===== src/rtl/score_display_ctrl_if.sv =====
// Bundle between game logic and score_display_ctrl: two score sources, select, digit/enable outputs.
// Latency: none (pure signal bundle).
// Backpressure: none; inputs are levels, outputs are held between commits.
// Ports: value_a_i/value_b_i (14b scores), sel_b_i (source select),
//        digit0_o..digit3_o (BCD), digit0_en_o..digit3_en_o, busy_o, sat_o.
interface score_display_ctrl_if;
    logic [13:0] value_a_i;
    logic [13:0] value_b_i;
    logic        sel_b_i;
    logic [3:0]  digit0_o;
    logic [3:0]  digit1_o;
    logic [3:0]  digit2_o;
    logic [3:0]  digit3_o;
    logic        digit0_en_o;
    logic        digit1_en_o;
    logic        digit2_en_o;
    logic        digit3_en_o;
    logic        busy_o;
    logic        sat_o;

    // Game-logic side: drives the scores, observes the display state.
    modport master (
        output value_a_i, value_b_i, sel_b_i,
        input  digit0_o, digit1_o, digit2_o, digit3_o,
        input  digit0_en_o, digit1_en_o, digit2_en_o, digit3_en_o,
        input  busy_o, sat_o
    );

    // Controller side.
    modport slave (
        input  value_a_i, value_b_i, sel_b_i,
        output digit0_o, digit1_o, digit2_o, digit3_o,
        output digit0_en_o, digit1_en_o, digit2_en_o, digit3_en_o,
        output busy_o, sat_o
    );
endinterface


===== src/rtl/score_display_ctrl.sv =====
// Converts the selected 14-bit score to 4 blanked BCD digits with a serial double-dabble engine.
// Latency: 16 cycles from change detection in IDLE to visible digits (14 shift + 1 commit + 1 register).
// Backpressure: none; input changes while busy are ignored, the final value is picked up in the next IDLE.
// Ports: clk_i, rst_i (sync, active high), bus (score_display_ctrl_if.slave).
module score_display_ctrl #(
    parameter bit BLANK_LEADING = 1'b1
) (
    input  logic                 clk_i,
    input  logic                 rst_i,
    score_display_ctrl_if.slave  bus
);

    typedef enum logic [1:0] {
        S_IDLE   = 2'd0,
        S_SHIFT  = 2'd1,
        S_COMMIT = 2'd2
    } state_t;

    state_t      r_state;
    state_t      w_state_nxt;

    logic [13:0] r_last_v;
    logic        r_last_sel;
    logic [3:0]  r_cnt;
    logic [29:0] r_sr;          // [29:14] BCD thousands..ones, [13:0] binary
    logic        r_sat_pend;    // clamp flag of the conversion in flight

    logic [3:0]  r_d0, r_d1, r_d2, r_d3;
    logic        r_en1, r_en2, r_en3;
    logic        r_sat;

    logic [13:0] w_v;
    logic        w_over;
    logic [13:0] w_clamped;
    logic        w_start;
    logic [29:0] w_sr_adj;
    logic        w_busy;
    logic        w_en1, w_en2, w_en3;

    assign w_v       = bus.sel_b_i ? bus.value_b_i : bus.value_a_i;
    assign w_over    = (w_v > 14'd9999);
    assign w_clamped = w_over ? 14'd9999 : w_v;
    // Compare against the unclamped value so e.g. 12000 -> 13000 is still seen as a change.
    assign w_start   = (r_state == S_IDLE) &&
                       ((w_v != r_last_v) || (bus.sel_b_i != r_last_sel));

    // Add-3 correction on every BCD nibble >= 5 before the shift.
    always_comb begin
        w_sr_adj = r_sr;
        for (int i = 0; i < 4; i++) begin
            if (r_sr[14 + 4*i +: 4] >= 4'd5)
                w_sr_adj[14 + 4*i +: 4] = r_sr[14 + 4*i +: 4] + 4'd3;
        end
    end

    // Enables derived from the finished BCD nibbles, used at commit.
    always_comb begin
        w_en3 = 1'b1;
        w_en2 = 1'b1;
        w_en1 = 1'b1;
        if (BLANK_LEADING) begin
            w_en3 = |r_sr[29:26];
            w_en2 = |r_sr[29:22];
            w_en1 = |r_sr[29:18];
        end
    end

    // State register
    always_ff @(posedge clk_i) begin
        if (rst_i)
            r_state <= S_IDLE;
        else
            r_state <= w_state_nxt;
    end

    // Next-state logic
    always_comb begin
        w_state_nxt = r_state;
        case (r_state)
            S_IDLE:   if (w_start) w_state_nxt = S_SHIFT;
            S_SHIFT:  if (r_cnt == 4'd13) w_state_nxt = S_COMMIT;
            S_COMMIT: w_state_nxt = S_IDLE;
            default:  w_state_nxt = S_IDLE;
        endcase
    end

    // Output logic
    always_comb begin
        w_busy = (r_state != S_IDLE);
    end

    // Datapath and output registers
    always_ff @(posedge clk_i) begin
        if (rst_i) begin
            r_last_v   <= '0;
            r_last_sel <= 1'b0;
            r_cnt      <= '0;
            r_sr       <= '0;
            r_sat_pend <= 1'b0;
            r_d0       <= '0;
            r_d1       <= '0;
            r_d2       <= '0;
            r_d3       <= '0;
            r_en1      <= 1'b0;
            r_en2      <= 1'b0;
            r_en3      <= 1'b0;
            r_sat      <= 1'b0;
        end else begin
            case (r_state)
                S_IDLE: begin
                    if (w_start) begin
                        r_last_v   <= w_v;
                        r_last_sel <= bus.sel_b_i;
                        r_sr       <= {16'b0, w_clamped};
                        r_cnt      <= '0;
                        r_sat_pend <= w_over;
                    end
                end
                S_SHIFT: begin
                    r_sr  <= w_sr_adj << 1;
                    r_cnt <= r_cnt + 4'd1;
                end
                S_COMMIT: begin
                    r_d3  <= r_sr[29:26];
                    r_d2  <= r_sr[25:22];
                    r_d1  <= r_sr[21:18];
                    r_d0  <= r_sr[17:14];
                    r_en3 <= w_en3;
                    r_en2 <= w_en2;
                    r_en1 <= w_en1;
                    r_sat <= r_sat_pend;
                end
                default: ;
            endcase
        end
    end

    assign bus.digit0_o    = r_d0;
    assign bus.digit1_o    = r_d1;
    assign bus.digit2_o    = r_d2;
    assign bus.digit3_o    = r_d3;
    assign bus.digit0_en_o = 1'b1;
    assign bus.digit1_en_o = r_en1;
    assign bus.digit2_en_o = r_en2;
    assign bus.digit3_en_o = r_en3;
    assign bus.busy_o      = w_busy;
    assign bus.sat_o       = r_sat;

endmodule


===== src/flat_wrapper.sv =====
// flat-port wrapper written by rule: the top's interface ports become plain ports
module score_display_ctrl_flat 
#(
    parameter bit BLANK_LEADING = 1'b1
)
  (clk_i, rst_i, bus_value_a_i, bus_value_b_i, bus_sel_b_i, bus_digit0_o, bus_digit1_o, bus_digit2_o, bus_digit3_o, bus_digit0_en_o, bus_digit1_en_o, bus_digit2_en_o, bus_digit3_en_o, bus_busy_o, bus_sat_o);
  score_display_ctrl_if bus_i ();
  input  logic clk_i;
  input  logic rst_i;
  input wire logic [$bits(bus_i.value_a_i)-1:0] bus_value_a_i;
  input wire logic [$bits(bus_i.value_b_i)-1:0] bus_value_b_i;
  input wire logic [$bits(bus_i.sel_b_i)-1:0] bus_sel_b_i;
  output wire logic [$bits(bus_i.digit0_o)-1:0] bus_digit0_o;
  output wire logic [$bits(bus_i.digit1_o)-1:0] bus_digit1_o;
  output wire logic [$bits(bus_i.digit2_o)-1:0] bus_digit2_o;
  output wire logic [$bits(bus_i.digit3_o)-1:0] bus_digit3_o;
  output wire logic [$bits(bus_i.digit0_en_o)-1:0] bus_digit0_en_o;
  output wire logic [$bits(bus_i.digit1_en_o)-1:0] bus_digit1_en_o;
  output wire logic [$bits(bus_i.digit2_en_o)-1:0] bus_digit2_en_o;
  output wire logic [$bits(bus_i.digit3_en_o)-1:0] bus_digit3_en_o;
  output wire logic [$bits(bus_i.busy_o)-1:0] bus_busy_o;
  output wire logic [$bits(bus_i.sat_o)-1:0] bus_sat_o;
  assign bus_i.value_a_i = bus_value_a_i;
  assign bus_i.value_b_i = bus_value_b_i;
  assign bus_i.sel_b_i = bus_sel_b_i;
  assign bus_digit0_o = bus_i.digit0_o;
  assign bus_digit1_o = bus_i.digit1_o;
  assign bus_digit2_o = bus_i.digit2_o;
  assign bus_digit3_o = bus_i.digit3_o;
  assign bus_digit0_en_o = bus_i.digit0_en_o;
  assign bus_digit1_en_o = bus_i.digit1_en_o;
  assign bus_digit2_en_o = bus_i.digit2_en_o;
  assign bus_digit3_en_o = bus_i.digit3_en_o;
  assign bus_busy_o = bus_i.busy_o;
  assign bus_sat_o = bus_i.sat_o;
  score_display_ctrl #(.BLANK_LEADING(BLANK_LEADING)) u_core (.clk_i(clk_i), .rst_i(rst_i), .bus(bus_i));
endmodule

===== config.mk =====
export PLATFORM = sky130hd
export DESIGN_NAME = score_display_ctrl_flat
export DESIGN_NICKNAME = d
export VERILOG_FILES = /design/src/rtl/score_display_ctrl_if.sv /design/src/rtl/score_display_ctrl.sv /design/src/flat_wrapper.sv
export SDC_FILE = /design/constraint.sdc
export NUM_CORES = 1
export LEC_CHECK = 0
export ABC_AREA = 1
export BUFFER_PORTS_ARGS = -buffer_cell sky130_fd_sc_hd__buf_2
export CAP_MARGIN = 20
export CORE_ASPECT_RATIO = 0.8
export CORE_MARGIN = 3
export CORE_UTILIZATION = 50
export DETAILED_ROUTE_END_ITERATION = 10
export GPL_TIMING_DRIVEN = 0
export PLACE_DENSITY = 0.79
export SLEW_MARGIN = 10
export SYNTH_ARGS = -nofsm -noshare
export SYNTH_HDL_FRONTEND = slang
export SYNTH_SLANG_ARGS = --single-unit

===== constraint.sdc =====
create_clock -name clk_i -period 1.8 [get_ports clk_i]
set_input_delay 0.27 -clock clk_i [delete_from_list [all_inputs] [get_ports clk_i]]
set_output_delay 0.27 -clock clk_i [all_outputs]
set_load 0.03 [all_outputs]

Word level (Yosys, flattened, before mapping). Cells that the tools add are included.

Bits in registers: 72. Input port bits: 31. Output and inout bits: 22. Word-level logic and storage cells: 55.

Add/subtract/negate cells: 5. $lt $le $gt $ge: 5. Equal/unequal tests: 7. Mux-type cells: 13. Reduce and logical (&&, ||, !) cells: 11.

Operators with widths (count): $pmux W30 S2 (1); $mux W30 (1); $mux W14 (2); $ge A4 B3 Y1 const B (4); $mux W4 (4); $gt A14 B14 Y1 const B (1); $ne A14 B14 Y1 (1); $add A4 B2 Y4 const B (3); $reduce_or A12 Y1 (1); $pmux W4 S2 (1); $reduce_or A8 Y1 (1); $reduce_and A2 Y1 (3); $add A4 B1 Y4 const B (1); $eq A4 B4 Y1 const B (1); $mux W2 (2); $ne A2 B1 Y1 const B (2); $pmux W2 S2 (1); $reduce_bool A2 Y1 (2); $reduce_or A4 Y1 (1); $add A3 B2 Y3 const B (1); $mux W3 (1); $eq A2 B1 Y1 const B (1); $eq A2 B2 Y1 const B (1); $logic_not A2 Y1 (1); other kinds (3) (3).

Depth between registers and ports, before layout. Gate-level depths: netlist of run 1.

Depth after elaboration: 6. Depth in mapped cells: 15. Depth with buffers taken out: 13.

Least setup slack after synthesis of run 1. Ideal clock, no wire load.

Path kind: register -> output. From: reg u_core.r_state[0]. To: out bus_busy_o. Arrival: 1359 ps. Data required time: 1530 ps. Slack: 171 ps. Cell stages (with the launch flop): 4. Path buffers: 1. Path through: dfxtp_1 > nor2_1 > clkbuf_1 > inv_1.

Longest elaborated chain between the ends: 1.

Ends and longest elaborated chain: start: declaration (RTL line score_display_ctrl.sv:19) `state_t r_state;`; start signal: assignment (RTL line score_display_ctrl.sv:73) `r_state <= w_state_nxt;`; $reduce_bool A2 Y1 (RTL line score_display_ctrl.sv:89) `w_busy = (r_state != S_IDLE);`; end: declaration (RTL line flat_wrapper.sv:21) `output wire logic [$bits(bus_i.busy_o)-1:0] bus_busy_o;`.

Every way passes these cells.

Final worst setup path of run 1.
From: reg u_core.r_state[1]. To: reg u_core.r_sr[7].

Longest elaborated chain between the ends: 4. Elaborated cells on any way between the ends: 7. Those cells by class: eq/ne (2); mux (1); reduce/logical (4).

Ends and longest elaborated chain: $logic_not A2 Y1 (RTL line score_display_ctrl.sv:44, score_display_ctrl.sv:109); $logic_and A1 B1 Y1 (RTL line score_display_ctrl.sv:44) `assign w_start = (r_state == S_IDLE) &&`; $ne A2 B1 Y1 (no source line); $reduce_and A2 Y1 (no source line); end signal: assignment (RTL line score_display_ctrl.sv:114) `r_sr <= {16'b0, w_clamped};`; end signal: assignment (RTL line score_display_ctrl.sv:120) `r_sr <= w_sr_adj << 1;`; end: declaration (RTL line score_display_ctrl.sv:25) `logic [29:0] r_sr;`.

Parallel ways exist; a longest one is shown, timed or not. A chain may end at the register's enable or synchronous reset.

==> impl_metrics.json, run 1 <==
{
  "status": "finished clean",
  "ant_nets": 0,
  "antenna_found_initial": 0,
  "yosysUniqueCellTypes": 29,
  "layout-drive-gt1-share": 0.1484,
  "row_count": 27,
  "drtIter0Drc": 487,
  "h-tree-depth": 3,
  "ys_warn_count": 0,
  "num-fill-cells": 659,
  "wl_um": 10340,
  "synth_mux_area_frac": 0,
  "n_antenna_cell": 0,
  "seq_power_share": 0.445,
  "final-max-slew-violation-count": 0,
  "p_comb_frac": 0.147,
  "setup_viol": 0,
  "cts_buffers": 9,
  "maxSlewHeadroom": 0.6020,
  "cts_sinks": 72,
  "r2r_cells": 7,
  "p_int_mw": 2.772,
  "die_h_um": 84.37,
  "io-pin-count": 53,
  "clk_pin_slew_ns": 0.08,
  "post_drt_wl_per_cell_um": 13.95,
  "fin_ws_ns": 0.09888,
  "p_sw_frac": 0.2716,
  "synth_nets": 616,
  "grtUsageTotal": 0.2387,
  "die_area_sq_mm": 0.008771,
  "cts_tree": "yes",
  "worstMarginPinSlew_ns": 0.5969,
  "netlist.area_leader.share": 0.3755,
  "total_power_mw": 3.805,
  "coreArea_sq_mm": 0.007162,
  "yosys.area_share.simple": 0.3041,
  "drt_pre_antenna_iters": 5,
  "fin_crit_sh": 0.9451,
  "nNetsFinal": 679,
  "viasPerCell": 5.412,
  "final_cell_mix": "nand2_1 (132), a21oi_1 (81), nand3_1 (76)",
  "hold_slack_ns": 0.2714,
  "p_switching_mw": 1.033,
  "ys_seq_area_frac": 0.3755,
  "crit_path_end_kind": "flip-flop",
  "crit_arrival_ns": 1.99,
  "synth-compound-area-share": 0.1728,
  "worst-endpoint-required_ns": 2.09,
  "synth_xor_area_frac": 0.002282,
  "vias": 4010,
  "min_path_cells": 3,
  "portBuffers": 51,
  "multi_input_area_sq_mm": 0.002022,
  "finalInstanceArea_sq_mm": 0.004502,
  "grt_pass1_wl_um": 17240,
  "synth_seq_cells": 72,
  "preCtsSetupSlack_ns": -0.2346,
  "grt_setup_unrepaired": "yes",
  "first_global_vias": 3647,
  "hold_class": "in -> reg",
  "layout_commonest_cell": "nand2_1",
  "yosys.area.top_type": "dfxtp_1",
  "overflow": 0,
  "dp_hpwl_um": 7509,
  "synth_top_family_by_area": "simple AND/OR/NAND/NOR gates",
  "die_width_um": 104.0,
  "crit_type": "reg -> reg",
  "place.gp.congestion": 0.9415,
  "areaGrowthSynthToFinish_pct": 17.28,
  "crit_path_start_kind": "flip-flop",
  "synth_area_per_cell_sq_um": 6.711,
  "syn_area_sq_mm": 0.003839,
  "vdd_ir_drop_max_mv": 0.5256,
  "fmax_mhz": 587.8,
  "start_util": 0.5360,
  "synthesis.instances": 572,
  "synth_area_leaders": "dfxtp_1 (38%), nand2_1 (13%), a21oi_1 (11%), nand3_1 (9.9%), inv_1 (5.4%)",
  "tns_ns": 0,
  "placed_area_sq_mm": 0.004220,
  "worstSkewPairLatency_ns": 0.36,
  "synthAdderAreaFrac": 0.04237,
  "leakagePower_nw": 2.058,
  "grt_max_degree": 14,
  "regArea_sq_mm": 0.001441,
  "fin_crit_ns": 1.701,
  "clock_path_buffers": 2,
  "hold_violations": 0,
  "drc": 0,
  "clkPwrFrac": 0.408,
  "path_max_fanout": 10,
  "drv_cap": 0,
  "power.density_mw_per_mm2": 845.2,
  "ctsRootBufferMaster": "clkbuf_8",
  "fin_worst_skew_ns": 0.01169
}
-- synthesized netlist by cell type --
| library cell | n |
|---|---|
| xnor2_1 | 1 |
| o211a_1 | 1 |
| buf_2 | 4 |
| nand2_1 | 134 |
| o22ai_1 | 2 |
| nor2_2 | 2 |
| inv_1 | 55 |
| nand3_1 | 76 |
| o21ai_1 | 1 |
| nand3b_1 | 4 |
| conb_1 | 1 |
| or2_2 | 1 |
| inv_2 | 1 |
| nor2_1 | 48 |
| ha_1 | 13 |
| o221ai_1 | 1 |
| o211ai_1 | 1 |
| a21oi_1 | 82 |
| a211oi_1 | 2 |
| o21ai_0 | 35 |
| o2111ai_1 | 1 |
| buf_4 | 3 |
| nand2_4 | 2 |
| clkbuf_1 | 19 |
| nand2_8 | 1 |
| buf_6 | 6 |
| o311a_1 | 1 |
| dfxtp_1 | 72 |
| nand4_1 | 2 |
-- power groups by stage --
stage               combinational [mW]  sequential (mW)  clock, mW
floorplan                        0.383             1.72          0
CTS                              0.541             1.69       1.57
global placement                 0.518             1.73          0
detailed placement               0.532             1.73          0
finish                           0.558             1.69       1.55
global route                     0.626             1.70       1.64
-- worst max-delay path: stages, from the launching register on --
cell and delay [ns]:
dfxtp_1 0.38, inv_1 0.07, nand2_1 0.24, clkbuf_1 0.51
nand3_1 0.16, o21ai_0 0.11, a21oi_1 0.06, nor2_1 0.11
-- layer usage --
metal | global-route usage | up-vias | wire length (um)
met4 | 0.06763 | 0 | 123
met5 | 0 | - | 0
li1 | - | 1998 | -
met1 | 0.3223 | 1851 | 4741
met2 | 0.3853 | 145 | 4727
met3 | 0.05457 | 16 | 745
-- per-stage QoR --
step | utilization | std cells
CTS | 0.6256 | 741
finish | 0.6286 | 741
detailed placement | 0.5893 | 724
global placement | 0.5893 | 724
floorplan | - | 572
global route | 0.6286 | 741
-- state kept, by name (all words and copies together), names as in the netlist --
register,cells
u_core.r_sat_pend,1
u_core.r_state,2
u_core.bus.digit1_en_o,1
u_core.bus.sat_o,1
u_core.bus.digit2_o,4
u_core.r_last_sel,1
u_core.r_sr,30
u_core.r_last_v,14
u_core.bus.digit0_o,4
u_core.bus.digit1_o,4
u_core.bus.digit2_en_o,1
u_core.bus.digit3_en_o,1
u_core.r_cnt,4
u_core.bus.digit3_o,4
-- path summary, 6_finish.rpt --
kind | from | end | slack [ns]
worst max register to register | u_core.r_state[1] | u_core.r_sr[7] | 0.1
worst min register to register | u_core.r_last_v[3] | u_core.r_last_v[3] | 0.46
worst min-delay path | rst_i | u_core.r_cnt[3] | 0.27
worst max-delay path | u_core.r_state[1] | u_core.r_sr[7] | 0.1
-- kinds of logic (layout without fill, tap and decap cells) --
kind of cell / count (synthesis) / in the layout
AOI/OAI and AO/OA: 127 / 127
other: 1 / 1
xor gates and xnor gates: 1 / 1
and+or+nand+nor: 270 / 270
adders and majority gates: 13 / 13
buffers and inverters: 88 / 156
DFF: 72 / 72
-- final cells by class --
cell class                      count  share of cell area
Buffer                             32             0.04336
Clock buffer                        9             0.02752
Clock inverter                      7             0.02668
Inverter                           56             0.04669
Multi-Input combinational cell    412              0.4491
Sequential cell                    72              0.3202
Tap cell                          101             0.02807
Timing Repair Buffer               52             0.05837
-- what timing repair did --
item | CTS | global route
hold buffers | 0 | 0
endpoints found under the setup margin | 10 | 25
setup buffers | 1 | 0
cloned | 0 | 0
resized for setup | 3 | 12
pin swaps | 1 | 1
Note: power is estimated with default switching activity, not from simulation.
==> inputs of run 2 (changes only) <==
CORE_UTILIZATION = 57   (was 50)
GPL_TIMING_DRIVEN = 1   (was 0)
PLACE_DENSITY = 0.87   (was 0.79)
==> run 2 against run 1 <==
Net effect:
- power down 3.6%
- clock-buffer cell count stayed put
- sequential power about the same
- combinational power grew 7.0%
- largest cell class unchanged
==> impl_metrics.json, run 2 (synthesis results as in run 1) <==
{
  "post_cts_buffers": 0,
  "cts_sinks": 72,
  "antenna_found_initial": 0,
  "layout_commonest_cell": "nand2_1",
  "regMostFlops": "u_core.r_sr",
  "power.density_mw_per_mm2": 798.5,
  "grt_max_degree": 48,
  "status": "finished clean",
  "setup_viol": 0,
  "drtIter0Drc": 320,
  "topRoutingLayerUsed": "met4",
  "cts_buffers": 9,
  "grtUsageTotal": 0.2556,
  "drv_cap": 0,
  "crit_arrival_ns": 1.87,
  "r2r_slack_ns": 0.14,
  "areaGrowthSynthToFinish_pct": 19.72,
  "grt_setup_unrepaired": "no",
  "portBuffers": 51,
  "final_cell_mix": "nand2_1 (133), a21oi_1 (81), nand3_1 (76)",
  "placed_area_sq_mm": 0.004383,
  "io-pin-count": 53,
  "leakagePower_nw": 2.165,
  "layout-drive-gt1-share": 0.1834,
  "ant_nets": 0,
  "drc": 0,
  "finalInstanceArea_sq_mm": 0.004596,
  "final-max-slew-violation-count": 0,
  "largest_reg_flops": 30,
  "clock_path_buffers": 2,
  "crit_path_end_kind": "flip-flop",
  "row_count": 26,
  "n_antenna_cell": 0,
  "clk_pin_slew_ns": 0.07,
  "viasPerCell": 5.524,
  "start_util": 0.5960,
  "fin_crit_ns": 1.664,
  "crit_type": "reg -> reg",
  "hold_class": "in -> reg",
  "hold_violations": 0,
  "wl_met3_um": 718,
  "nNetsFinal": 689,
  "die_area_sq_mm": 0.007761,
  "die_h_um": 79.40,
  "first_global_vias": 3801,
  "hold_slack_ns": 0.2934,
  "layout.cells.non_filler": 733,
  "crit_path_start_kind": "flip-flop",
  "fmax_mhz": 601.1,
  "maxSlewHeadroom": 0.6583,
  "worst-endpoint-required_ns": 2.01,
  "die_width_um": 97.75,
  "overflow": 0,
  "wl_met2_um": 4626,
  "dp_hpwl_um": 6786,
  "reg_top3": "u_core.r_sr x30, u_core.r_last_v x14",
  "fin_crit_sh": 0.9242,
  "drt_pre_antenna_iters": 5,
  "vdd_ir_drop_max_mv": 0.4888,
  "path_max_fanout": 6,
  "fin_worst_skew_ns": 0.01073,
  "h-tree-depth": 3,
  "hold_buffers": 0,
  "wl_met1_um": 4251,
  "wl_um": 9746,
  "worstSkewPairLatency_ns": 0.35,
  "worstMarginPinSlew_ns": 0.5125,
  "post_drt_wl_per_cell_um": 13.30,
  "place.gp.congestion": 0.9878,
  "grt_pass1_wl_um": 16470,
  "ctsRootBufferMaster": "clkbuf_8",
  "cts_tree": "yes",
  "dpl.cell_count": 718,
  "vias": 4049,
  "coreArea_sq_mm": 0.006441,
  "ctsResizeCount": 0
}
run 2: cell count changes in the layout (fill, tap and decap cells not counted), sizes merged:
cell / change
clkinvlp: -2
clkbuf: -18
bufinv: -1
buf: +28
clkinv: +2
run 2: critical path, stage by stage (launching register included):
cell and delay [ns]:
dfxtp_1 0.44, inv_1 0.13, ha_1 0.24, a21oi_1 0.35
a21oi_1 0.11, o21ai_0 0.13, a21oi_1 0.12
run 2: through the flow:
step	setup TNS [ns]	power (mW)	util	setup slack, ns
after floorplan	0	2.102	-	0.1715
after global placement	0	2.288	0.6805	0.009949
after detailed placement	-1.586	2.312	0.6805	-0.07446
after CTS	0	3.672	0.7129	0.1442
after global routing	0	3.825	0.7135	0.02247
final	0	3.670	0.7135	0.1365
run 2: layer usage:
metal  vias to the layer above  GRT usage
li1                       2014          -
met1                      1858     0.3093
met2                       155     0.4473
met3                        22    0.06463
met4                         0    0.08437
met5                         -          0
run 2: cell type report:
type / instances / area (sq um)
Multi-Input combinational cell: 412 / 2014
Fill cell: 487 / 1846
Sequential cell: 72 / 1441
Timing Repair Buffer: 94 / 615.6
Inverter: 56 / 210.2
Clock buffer: 9 / 123.9
Tap cell: 84 / 105.1
Clock inverter: 6 / 85.08
run 2: path summary, 6_finish.rpt:
| check | start | to | cells after the start |
|---|---|---|---|
| worst min-delay path | rst_i | u_core.r_sr[5] | 4 |
| worst max-delay path | u_core.r_sr[18] | u_core.r_sr[20] | 6 |
| worst min register to register | u_core.r_last_sel | u_core.r_last_sel | 2 |
| worst max register to register | u_core.r_sr[18] | u_core.r_sr[20] | 6 |
run 2: power breakdown:
group	leakage, nW	internal [mW]	switching, mW
logic	1.48	0.246	0.351
registers	0.587	1.65	0.0410
clock network	0.101	0.767	0.611
total	2.17	2.67	1.00
==> inputs of run 3 (changes only) <==
--- a/config.mk
+++ b/config.mk
@@ -7,9 +7,10 @@
 export LEC_CHECK = 0
 export ABC_AREA = 1
-export BUFFER_PORTS_ARGS = -buffer_cell sky130_fd_sc_hd__buf_2
+export BUFFER_PORTS_ARGS = -buffer_cell sky130_fd_sc_hd__buf_4
 export CAP_MARGIN = 20
 export CORE_ASPECT_RATIO = 0.8
 export CORE_MARGIN = 3
 export CORE_UTILIZATION = 57
+export CTS_CLUSTER_SIZE = 30
 export DETAILED_ROUTE_END_ITERATION = 10
 export GPL_TIMING_DRIVEN = 1
==> constraint.sdc (replaced) <==
create_clock -name clk_i -period 1.8 [get_ports clk_i]
set_input_delay 0.27 -clock clk_i [delete_from_list [all_inputs] [get_ports clk_i]]
set_output_delay 0.27 -clock clk_i [all_outputs]
set_load 0.05 [all_outputs]
==> run 3 against run 2 <==
Net effect:
- wire length is 4.2% higher
- sequential power hardly changed
- worst setup slack better by 0.025 ns
- register-to-register slack better by 0.09 ns
- flip-flop and latch count stayed put
- die area stayed put
- combinational power is 6.2% higher
- sequential share of layout area is 1.1 points lower
- critical path type is now reg -> out
- critical endpoint is now bus_busy_o
==> impl_metrics.json, run 3 (synthesis results as in run 1) <==
{
  "hold_slack_ns": 0.2912,
  "grtUsageTotal": 0.2650,
  "die_width_um": 97.75,
  "first_global_vias": 3794,
  "n_antenna_cell": 0,
  "die_h_um": 79.40,
  "finish.utilization": 0.7401,
  "clock_path_buffers": 2,
  "place.gp.congestion": 0.8882,
  "fin_ws_ns": 0.1615,
  "clk_pin_slew_ns": 0.07,
  "layout-drive-gt1-share": 0.1793,
  "crit_path_end": "bus_busy_o",
  "wl_met2_um": 4754,
  "portBuffers": 51,
  "drtIter0Drc": 321,
  "hold_buffers": 0,
  "r2r_slack_ns": 0.23,
  "final-max-slew-violation-count": 0,
  "wl_um": 10160,
  "io-pin-count": 53,
  "critical_path.max_stage_delay_ns": 0.34,
  "ctsResizeCount": 0,
  "drv_cap": 0,
  "preCtsSetupSlack_ns": -0.07829,
  "wl_met3_um": 846,
  "crit_path_end_kind": "output port",
  "start_util": 0.5960,
  "antenna_found_initial": 0,
  "cts_tree": "yes",
  "regMostFlops": "u_core.r_sr",
  "grt_setup_unrepaired": "no",
  "fin_crit_sh": 0.9103,
  "reg_top3": "u_core.r_sr x30, u_core.r_last_v x14",
  "vias": 4022,
  "overflow": 0,
  "cpMostUsedCell": "buf_4",
  "fin_worst_skew_ns": 0.007179,
  "r2r_cells": 11,
  "viasPerCell": 5.502,
  "post_cts_buffers": 0,
  "wl_met1_um": 4357,
  "path_max_fanout": 18,
  "ctsRootBufferMaster": "clkbuf_8",
  "setup_viol": 0,
  "drt_pre_antenna_iters": 5,
  "crit_type": "reg -> out",
  "tns_ns": 0,
  "finalInstanceArea_sq_mm": 0.004767,
  "regToRegStartpoint": "u_core.r_last_v[0]",
  "fmax_mhz": 610.3,
  "leakagePower_nw": 2.210,
  "reg2reg_to": "u_core.r_last_v[2]",
  "status": "finished clean",
  "placed_area_sq_mm": 0.004513,
  "post_drt_wl_per_cell_um": 13.90,
  "ant_nets": 0,
  "layout_commonest_cell": "nand2_1",
  "layout.cells.non_filler": 731,
  "dpl.cell_count": 715,
  "drc": 0,
  "row_count": 26,
  "cpMaxStageDelayCell": "dfxtp_1",
  "num-fill-cells": 497,
  "nNetsFinal": 686,
  "cts_buffers": 9,
  "grt_max_degree": 62,
  "h-tree-depth": 3,
  "topRoutingLayerUsed": "met4",
  "grt_pass1_wl_um": 16910,
  "coreArea_sq_mm": 0.006441,
  "cp_cell_sequence": "nor2_1, buf_4, inv_1, buf_4",
  "die_area_sq_mm": 0.007761,
  "cts_sinks": 72,
  "crit_arrival_ns": 1.37,
  "final_cell_mix": "nand2_1 (133), buf_4 (86), a21oi_1 (82)",
  "largest_reg_flops": 30,
  "vdd_ir_drop_max_mv": 0.6712,
  "startpoint": "u_core.r_state[0]",
  "crit_path_start_kind": "flip-flop",
  "worst-endpoint-required_ns": 1.53,
  "power.density_mw_per_mm2": 823.9,
  "worstSkewPairLatency_ns": 0.35,
  "hold_violations": 0,
  "hold_class": "in -> reg",
  "areaGrowthSynthToFinish_pct": 24.19,
  "fin_crit_ns": 1.639,
  "total_power_mw": 3.927,
  "dp_hpwl_um": 6966
}
[run 3: cell type report]
type / instances / area (sq um) / area share
multi-input combinational: 412 / 2011 / 0.4218
sequential: 72 / 1441 / 0.3024
timing repair buffer: 91 / 745.7 / 0.1564
inverter: 56 / 210.2 / 0.04409
clock buffer: 11 / 151.4 / 0.03176
tap: 84 / 105.1 / 0.02205
clock inverter: 5 / 102.6 / 0.02152
[run 3: layer usage]
metal  vias to the layer above  GRT usage
li1                       2008          -
met1                      1827     0.3379
met2                       165     0.4323
met3                        22    0.07249
met4                         0    0.09959
met5                         -          0
[run 3: report_power, final]
part / switching (mW) / internal [mW] / total [mW] / leakage [nW]
registers: 0.0417 / 1.65 / 1.70 / 0.587
logic: 0.364 / 0.270 / 0.634 / 1.50
clock network: 0.604 / 0.994 / 1.60 / 0.126
[run 3: worst min-delay path by stage]
stage	slack [ns]	end	depth (start not counted)	from
2_1_floorplan	0.44	u_core.r_last_v[3]	2	u_core.r_last_v[3]
3_3_place_gp	0.45	u_core.r_last_v[3]	2	u_core.r_last_v[3]
3_5_place_dp	0.46	u_core.r_last_v[3]	2	u_core.r_last_v[3]
4_1_cts	0.27	u_core.r_cnt[2]	2	rst_i
5_1_grt	0.30	u_core.r_sr[22]	2	rst_i
6_report	0.29	u_core.r_sr[17]	2	rst_i
[run 3: critical path: cells and delay by family, from the launching register on]
kind / cells / cell delay [ns]
buffers and inverters: 3 / 0.53
DFF: 1 / 0.34
and+or+nand+nor: 1 / 0.14
